**config.mk**
```make
export PLATFORM = sky130hd
export DESIGN_NAME = psum_accumulator
export DESIGN_NICKNAME = d
export VERILOG_FILES = /design/src/rtl/psum_accumulator.sv
export SDC_FILE = /design/constraint.sdc
export NUM_CORES = 1
export LEC_CHECK = 0
export ABC_AREA = 1
export BUFFER_PORTS_ARGS = -buffer_cell sky130_fd_sc_hd__buf_4
export CORE_ASPECT_RATIO = 1.5
export CORE_MARGIN = 10
export CORE_UTILIZATION = 55
export CTS_CLUSTER_SIZE = 20
export DETAILED_ROUTE_END_ITERATION = 12
export GPL_TIMING_DRIVEN = 0
export PLACE_DENSITY = 0.76
export SYNTH_ARGS = -nofsm -noshare
export SYNTH_HDL_FRONTEND = slang
export SYNTH_SLANG_ARGS = --single-unit
export TNS_END_PERCENT = 50
```
**constraint.sdc**
```tcl
create_clock -name clk -period 3.75 [get_ports clk]
set_input_delay 0.75 -clock clk [delete_from_list [all_inputs] [get_ports clk]]
set_output_delay 0.75 -clock clk [all_outputs]
set_load 0.05 [all_outputs]
```
**src/rtl/psum_accumulator.sv**
```systemverilog
// rtl/psum_accumulator.sv - frame accumulator for adder partial sums with show-ahead result FIFO
//
// Accumulates unsigned partial sums framed by first/last markers, modulo
// 2^ACC_WIDTH, and queues {result, term count} per completed frame.
//
// Ports:
//   clk, reset_n            clock, synchronous active-low reset
//   in_sum/in_valid         partial sum beat from the adder column
//   in_first/in_last        frame markers (may both be set on one beat)
//   in_ready                beat accepted when in_valid && in_ready
//   out_acc/out_count       FIFO head result and term count (0 when empty)
//   out_valid/out_ready     FIFO pop handshake
//   fifo_level              current FIFO occupancy
//   err_frame               sticky framing error, cleared only by reset
module psum_accumulator #(
  parameter int IN_WIDTH   = 19,
  parameter int ACC_WIDTH  = 32,
  parameter int CNT_WIDTH  = 16,
  parameter int FIFO_DEPTH = 4
) (
  input  logic                            clk,
  input  logic                            reset_n,
  input  logic [IN_WIDTH-1:0]             in_sum,
  input  logic                            in_valid,
  input  logic                            in_first,
  input  logic                            in_last,
  output logic                            in_ready,
  output logic [ACC_WIDTH-1:0]            out_acc,
  output logic [CNT_WIDTH-1:0]            out_count,
  output logic                            out_valid,
  input  logic                            out_ready,
  output logic [$clog2(FIFO_DEPTH):0]     fifo_level,
  output logic                            err_frame
);

  localparam int PW = $clog2(FIFO_DEPTH);
  localparam int LW = PW + 1;

  typedef enum logic {IDLE, ACCUM} state_t;

  state_t               state, state_next;
  logic [ACC_WIDTH-1:0] acc, acc_next, sum_ext, push_acc;
  logic [CNT_WIDTH-1:0] count, count_next, count_inc, push_count;
  logic                 accept, push, pop, err_set;

  logic [ACC_WIDTH-1:0] mem_acc   [FIFO_DEPTH];
  logic [CNT_WIDTH-1:0] mem_count [FIFO_DEPTH];
  logic [PW-1:0]        wr_ptr, rd_ptr;
  logic [LW-1:0]        level;

  // Handshake outputs come from the registered level only; no bypass when
  // full, so in_ready never depends on out_ready.
  assign in_ready   = (level != LW'(FIFO_DEPTH));
  assign out_valid  = (level != '0);
  assign fifo_level = level;
  assign accept     = in_valid && in_ready;
  assign pop        = out_valid && out_ready;

  assign sum_ext    = ACC_WIDTH'(in_sum);
  assign count_inc  = (count == '1) ? count : count + CNT_WIDTH'(1);

  // Storage is not reset, so mask the head to keep outputs at 0 when empty.
  assign out_acc    = out_valid ? mem_acc[rd_ptr]   : '0;
  assign out_count  = out_valid ? mem_count[rd_ptr] : '0;

  always_comb begin
    state_next = state;
    acc_next   = acc;
    count_next = count;
    push       = 1'b0;
    push_acc   = sum_ext;
    push_count = CNT_WIDTH'(1);
    err_set    = 1'b0;
    if (accept) begin
      if (in_first) begin
        // A first marker inside an open frame abandons the partial frame.
        err_set    = (state == ACCUM);
        acc_next   = sum_ext;
        count_next = CNT_WIDTH'(1);
        if (in_last) begin
          push       = 1'b1;
          state_next = IDLE;
        end else begin
          state_next = ACCUM;
        end
      end else if (state == ACCUM) begin
        acc_next   = acc + sum_ext;
        count_next = count_inc;
        if (in_last) begin
          push       = 1'b1;
          push_acc   = acc + sum_ext;
          push_count = count_inc;
          state_next = IDLE;
        end
      end else begin
        // Orphan beat with no open frame: dropped.
        err_set = 1'b1;
      end
    end
  end

  always_ff @(posedge clk) begin
    if (!reset_n) begin
      state     <= IDLE;
      acc       <= '0;
      count     <= '0;
      err_frame <= 1'b0;
      wr_ptr    <= '0;
      rd_ptr    <= '0;
      level     <= '0;
    end else begin
      state <= state_next;
      acc   <= acc_next;
      count <= count_next;
      if (err_set) begin
        err_frame <= 1'b1;
      end
      if (push) begin
        wr_ptr <= wr_ptr + PW'(1);
      end
      if (pop) begin
        rd_ptr <= rd_ptr + PW'(1);
      end
      case ({push, pop})
        2'b10:   level <= level + LW'(1);
        2'b01:   level <= level - LW'(1);
        default: level <= level;
      endcase
    end
  end

  always_ff @(posedge clk) begin
    if (push) begin
      mem_acc[wr_ptr]   <= push_acc;
      mem_count[wr_ptr] <= push_count;
    end
  end

endmodule

```
* After elaboration in Yosys (flattened, before gate mapping)
Memory sizes are Yosys's and may differ from the RTL's. A register that Yosys moved wholly into a read port is not among the register bits.
Index checks and enable logic that the tools add are counted.
** Cells by class
- Add/subtract/negate cells :: 6
- Muxes and demuxes :: 32
- Equality and inequality tests :: 4
- Reduce and logical (&&, ||, !) cells :: 6
** Operator list (number)
- 2-to-1 mux 32 bit :: 7
- 2-to-1 mux 16 bit :: 8
- adder 32 x 19 -> 32 bit :: 1
- adder 16 x 1 -> 16 bit (second input constant) :: 1
- equality test 16 bit (second input constant) :: 1
- 2-to-1 mux 1 bit :: 12
- 2-to-1 mux 2 bit :: 4
- case mux 3 bit (2 select lines) :: 1
- adder 2 x 1 -> 2 bit (second input constant) :: 2
- nonzero test 2 bit :: 2
- adder 3 x 1 -> 3 bit (second input constant) :: 1
- != test 3 bit (second input constant) :: 1
- nonzero test 3 bit :: 1
- subtractor 3 x 1 -> 3 bit (second input constant) :: 1
- equality test 2 x 1 -> 1 bit (second input constant) :: 1
- equality test 2 bit (second input constant) :: 1
- logical AND 1 bit :: 2
- AND reduction 2 bit :: 1
** Word-level totals
- Output and inout port bits :: 54
- Memories kept :: 2
- RAM bits :: 192
- Word-level logic and storage cells :: 57
- Input port bits :: 25
- Bits in registers :: 57
** Memory list
- mem_acc :: depth 4, width 32, rd ports 1, clocked after memory_dff 1, wr ports 1, line 46 : logic [ACC_WIDTH-1:0] mem_acc [FIFO_DEPTH];
- mem_count :: depth 4, width 16, rd ports 1, clocked after memory_dff 1, wr ports 1, line 47 : logic [CNT_WIDTH-1:0] mem_count [FIFO_DEPTH];

* Longest topological paths before layout
- Depth after elaboration :: 6
- Gate-level depth with buffers :: 13
- Depth with buffers taken out :: 13

* Worst setup path before layout
No wires, ideal clock.
- Kind :: register to register
- From :: reg level[0] (netlist: fifo_level[0])
- To :: mem mem_acc[0][0], enable pin
- Period minus slack after synthesis :: 4.055 ns
- Setup slack :: -0.305 ns
- Required time :: 3.296 ns
- Library setup time :: 0.454 ns
- Stages on the path, launching flop included :: 7
- Data arrival time :: 3.601 ns
- Buffers on the path :: 0
- Cells stage by stage :: dfxtp_1 -> inv_1 -> nand3_2 -> nand3_1 -> nor2_1 -> clkinv_1 -> nor2_1
** On the way
- Word-level cells in the longest chain between the ends :: 5
** Ends and longest elaborated chain
- from (decl) :: line 49 : logic [LW-1:0] level;
- from (signal assigned) :: line 125 : 2'b10: level <= level + LW'(1);
- from (signal assigned) :: line 126 : 2'b01: level <= level - LW'(1);
- from (signal assigned) :: line 127 : default: level <= level;
- != test 3 bit :: line 53 : assign in_ready = (level != LW'(FIFO_DEPTH));
- named net in_ready :: line 27 : output logic in_ready,
- logical AND 1 bit :: line 56 : assign accept = in_valid && in_ready;
- 2-to-1 mux 1 bit :: line 74 : if (accept) begin
- 2-to-1 mux 1 bit :: line 133 : if (push) begin
- 2-to-1 mux 1 bit (not written as such) :: line 134 : mem_acc[wr_ptr] <= push_acc;
- to (decl) :: line 46
The timed path passes the listed nets, and every way through them passes these cells.

==> impl_metrics.toml <==
[status]
status = "finished, final reports clean"

[drt]
wl_per_cell_um = 18.48
vias_per_cell = 5.540
drtPass1Iterations = 7
route.detailed.drc = 0
drtIter0Drc = 810
dr_total_vias = 10205
wl_mm = 34.04
ant_nets = 0

[clock_network]
cts.repair.resized = 0
ctsRootBufferMaster = "clkbuf_16"
cts_tree = "yes"
ctsHtreeMaxLevel = 1
hold_buffers = 0
worstSkewPairLatency_ns = 0.52
cts_buffers = 24
clock_path_buffers = 3
clk_pin_slew_ns = 0.07
post-cts-setup-buffers = 0
cts.sinks = 251

[floorplan]
die_area_mm2 = 0.02915
start_util_pct = 55.77
ios = 79
die_x_um = 142.8
die_height_um = 204.2
fp.coreArea_mm2 = 0.02230
rows = 67

[timing]
hold_viol = 0
worst_slew_pin_slew_ns = 0.9438
fin_tns_setup_ns = 0
period_share_pct = 97.28
setup_violations = 0
slew_viol_final = 0
maxSlewHeadroom_pct = 37.08
fin_skew_ns = 0.01771
rsz0062_at_grt = "false"
max_freq_mhz = 274.1
layout_min_cycle_time_ns = 3.648

[power]
sw_frac_of_total_pct = 35.55
internal_power_mw = 4.900
switchingPower_mw = 2.702
leakage_nw = 5.767
sequentialPowerShare_pct = 41.4
power_density_mw_per_mm2 = 534.7
irDropWorstVdd_mv = 0.4557
share_comb_of_total_power_pct = 28.6
pwr-share-clk_pct = 30.0

[synthesis]
synth_fp_nets = 1495
avgSynthCellArea_um2 = 8.625
yosys.area.top_type_share_pct = 46.36
netlist_area_mm2 = 0.01244
synth_common_cells = "278 x nand2_1, 271 x nor2_1, 192 x edfxtp_1"
ys_types = 39
yosysMostFrequentCell = "nand2_1"
synthArstFlopShare_pct = 0
yosys.area.top_type = "edfxtp_1"
yosysWarningCount = 0
synth_cells = 1442
synth_flop_cell = "edfxtp_1"
seq_area_frac_synth_pct = 55.86
synth-edff-count = 192
ys_ff_latch = 251
synth_top_cells_by_area = "edfxtp_1 46%, dfxtp_1 9.5%, nand2_1 8.4%"

[global_route]
grt_usage_pct = 22.83
grt_pass1_wl_mm = 52.28
grt_overflow = 0
grt_start_max_net_pins = 27
grt_pass1_vias = 9787
antenna_found_initial = 0

[critical_path]
crit_path_max_fanout = 10
cp.arrival_ns = 2.90
cp-start-kind = "flop"
crit_required_ns = 3.00
crit_path_end_kind = "output pin"
critPathKind = "reg2out"

[min_path]
min_path_type = "reg2reg"

[job]
cap_viol_max_count = 0

[place]
place_hpwl_mm = 24.87
port_buffers = 77
place.gp.congestion = 0.9707

[cells_and_area]
nNetsFinal = 1602
areaGrowthSynthToFinish_pct = 14.31
post-route-util_pct = 63.75
drive_above_1_share_pct = 10.73
diodes = 0
-- critical path: stages, from the launching register on --
cell and delay [ns]:
dfxtp_1 0.30, clkbuf_1 0.27, inv_2 0.26, buf_2 0.31
clkbuf_1 0.49, o21ai_0 0.19, a21oi_1 0.29, buf_4 0.27
-- area by class of cell --
type                    count  area, um^2
multi-input cells         996        4761
inverters                 132       495.5
well taps                 276       345.3
clock inverters            11       83.83
clock buffers              32       661.9
repair buffers             81       658.1
plain buffers              63       264.0
flip-flops and latches    251        6947
fillers                  1866        8083
-- state kept, by name (all words and copies together), names as in the netlist, named ones only --
register / count
wr_ptr: 2
acc: 32
fifo_level: 3
count: 16
rd_ptr: 2
state: 1
err_frame: 1
mem_count: 64
mem_acc: 128
-- power groups by stage --
stage,Clock (mW),Combinational (mW),Sequential [mW]
floorplan,0,1.44,3.21
global placement,0,2.14,3.20
detailed placement,0,2.17,3.20
CTS,2.28,2.18,3.14
global route,2.38,2.33,3.15
finish,2.28,2.18,3.15
-- through the flow --
stage	setup slack (ns)	std cells	hold WS, ns	total power, mW	cell area (um^2)
detailed placement	0.2114	1799	0.4571	5.374	13470
floorplan	-0.3050	1442	0.4363	4.655	12440
global placement	-2.067	1795	0.4509	5.345	13360
finish	0.1019	1842	0.4713	7.602	14220
global route	0.009895	1842	0.4855	7.868	14220
CTS	0.1136	1842	0.4703	7.608	14220
-- worst paths after layout --
check,start,to,slack [ns],cells past startpoint
hold reg to reg,err_frame,err_frame,0.47,1
setup reg to reg,fifo_level[1],mem_count[1][15],1.03,7
setup / recovery,flop,out_acc[12],0.10,7
hold / removal,err_frame,err_frame,0.47,1
-- logic make-up (layout without fill, tap and decap cells) --
kind of cell,Yosys count,after routing,share of synthesized area [%]
compound gates,298,298,12.21
xor+xnor,19,19,1.398
fa+ha+maj,28,28,2.938
buf+inv,195,319,6.107
flops,251,251,55.86
simple gates,651,651,21.49
-- cells in the final DEF (no fill, tap or decap), types with 3 or more instances in the layout --
cell,n
o21ai_1,5
nand3_1,55
inv_2,8
nand4_1,8
nor2_4,5
dfxtp_1,59
clkinv_2,5
nor2_2,7
xor2_1,17
nor4_1,3
buf_1,9
nand3_2,5
o21ai_0,154
nor3_1,11
a21oi_1,128
edfxtp_1,192
nand2_2,3
buf_12,4
nor2_1,267
o211ai_1,3
buf_4,77
clkbuf_1,45
nand2_1,278
clkbuf_16,25
ha_1,26
a31oi_1,3
nand3b_1,3
inv_1,122
buf_2,14
-- layer usage --
layer	part of all wire [%]	GRT usage [%]	wire [um]
met1	37	25.33	12580
met5	0	0	0
met2	53	41.98	17940
met4	4.5	10.86	1536
met3	5.8	2.930	1987
(Power assumes the default switching activity.)
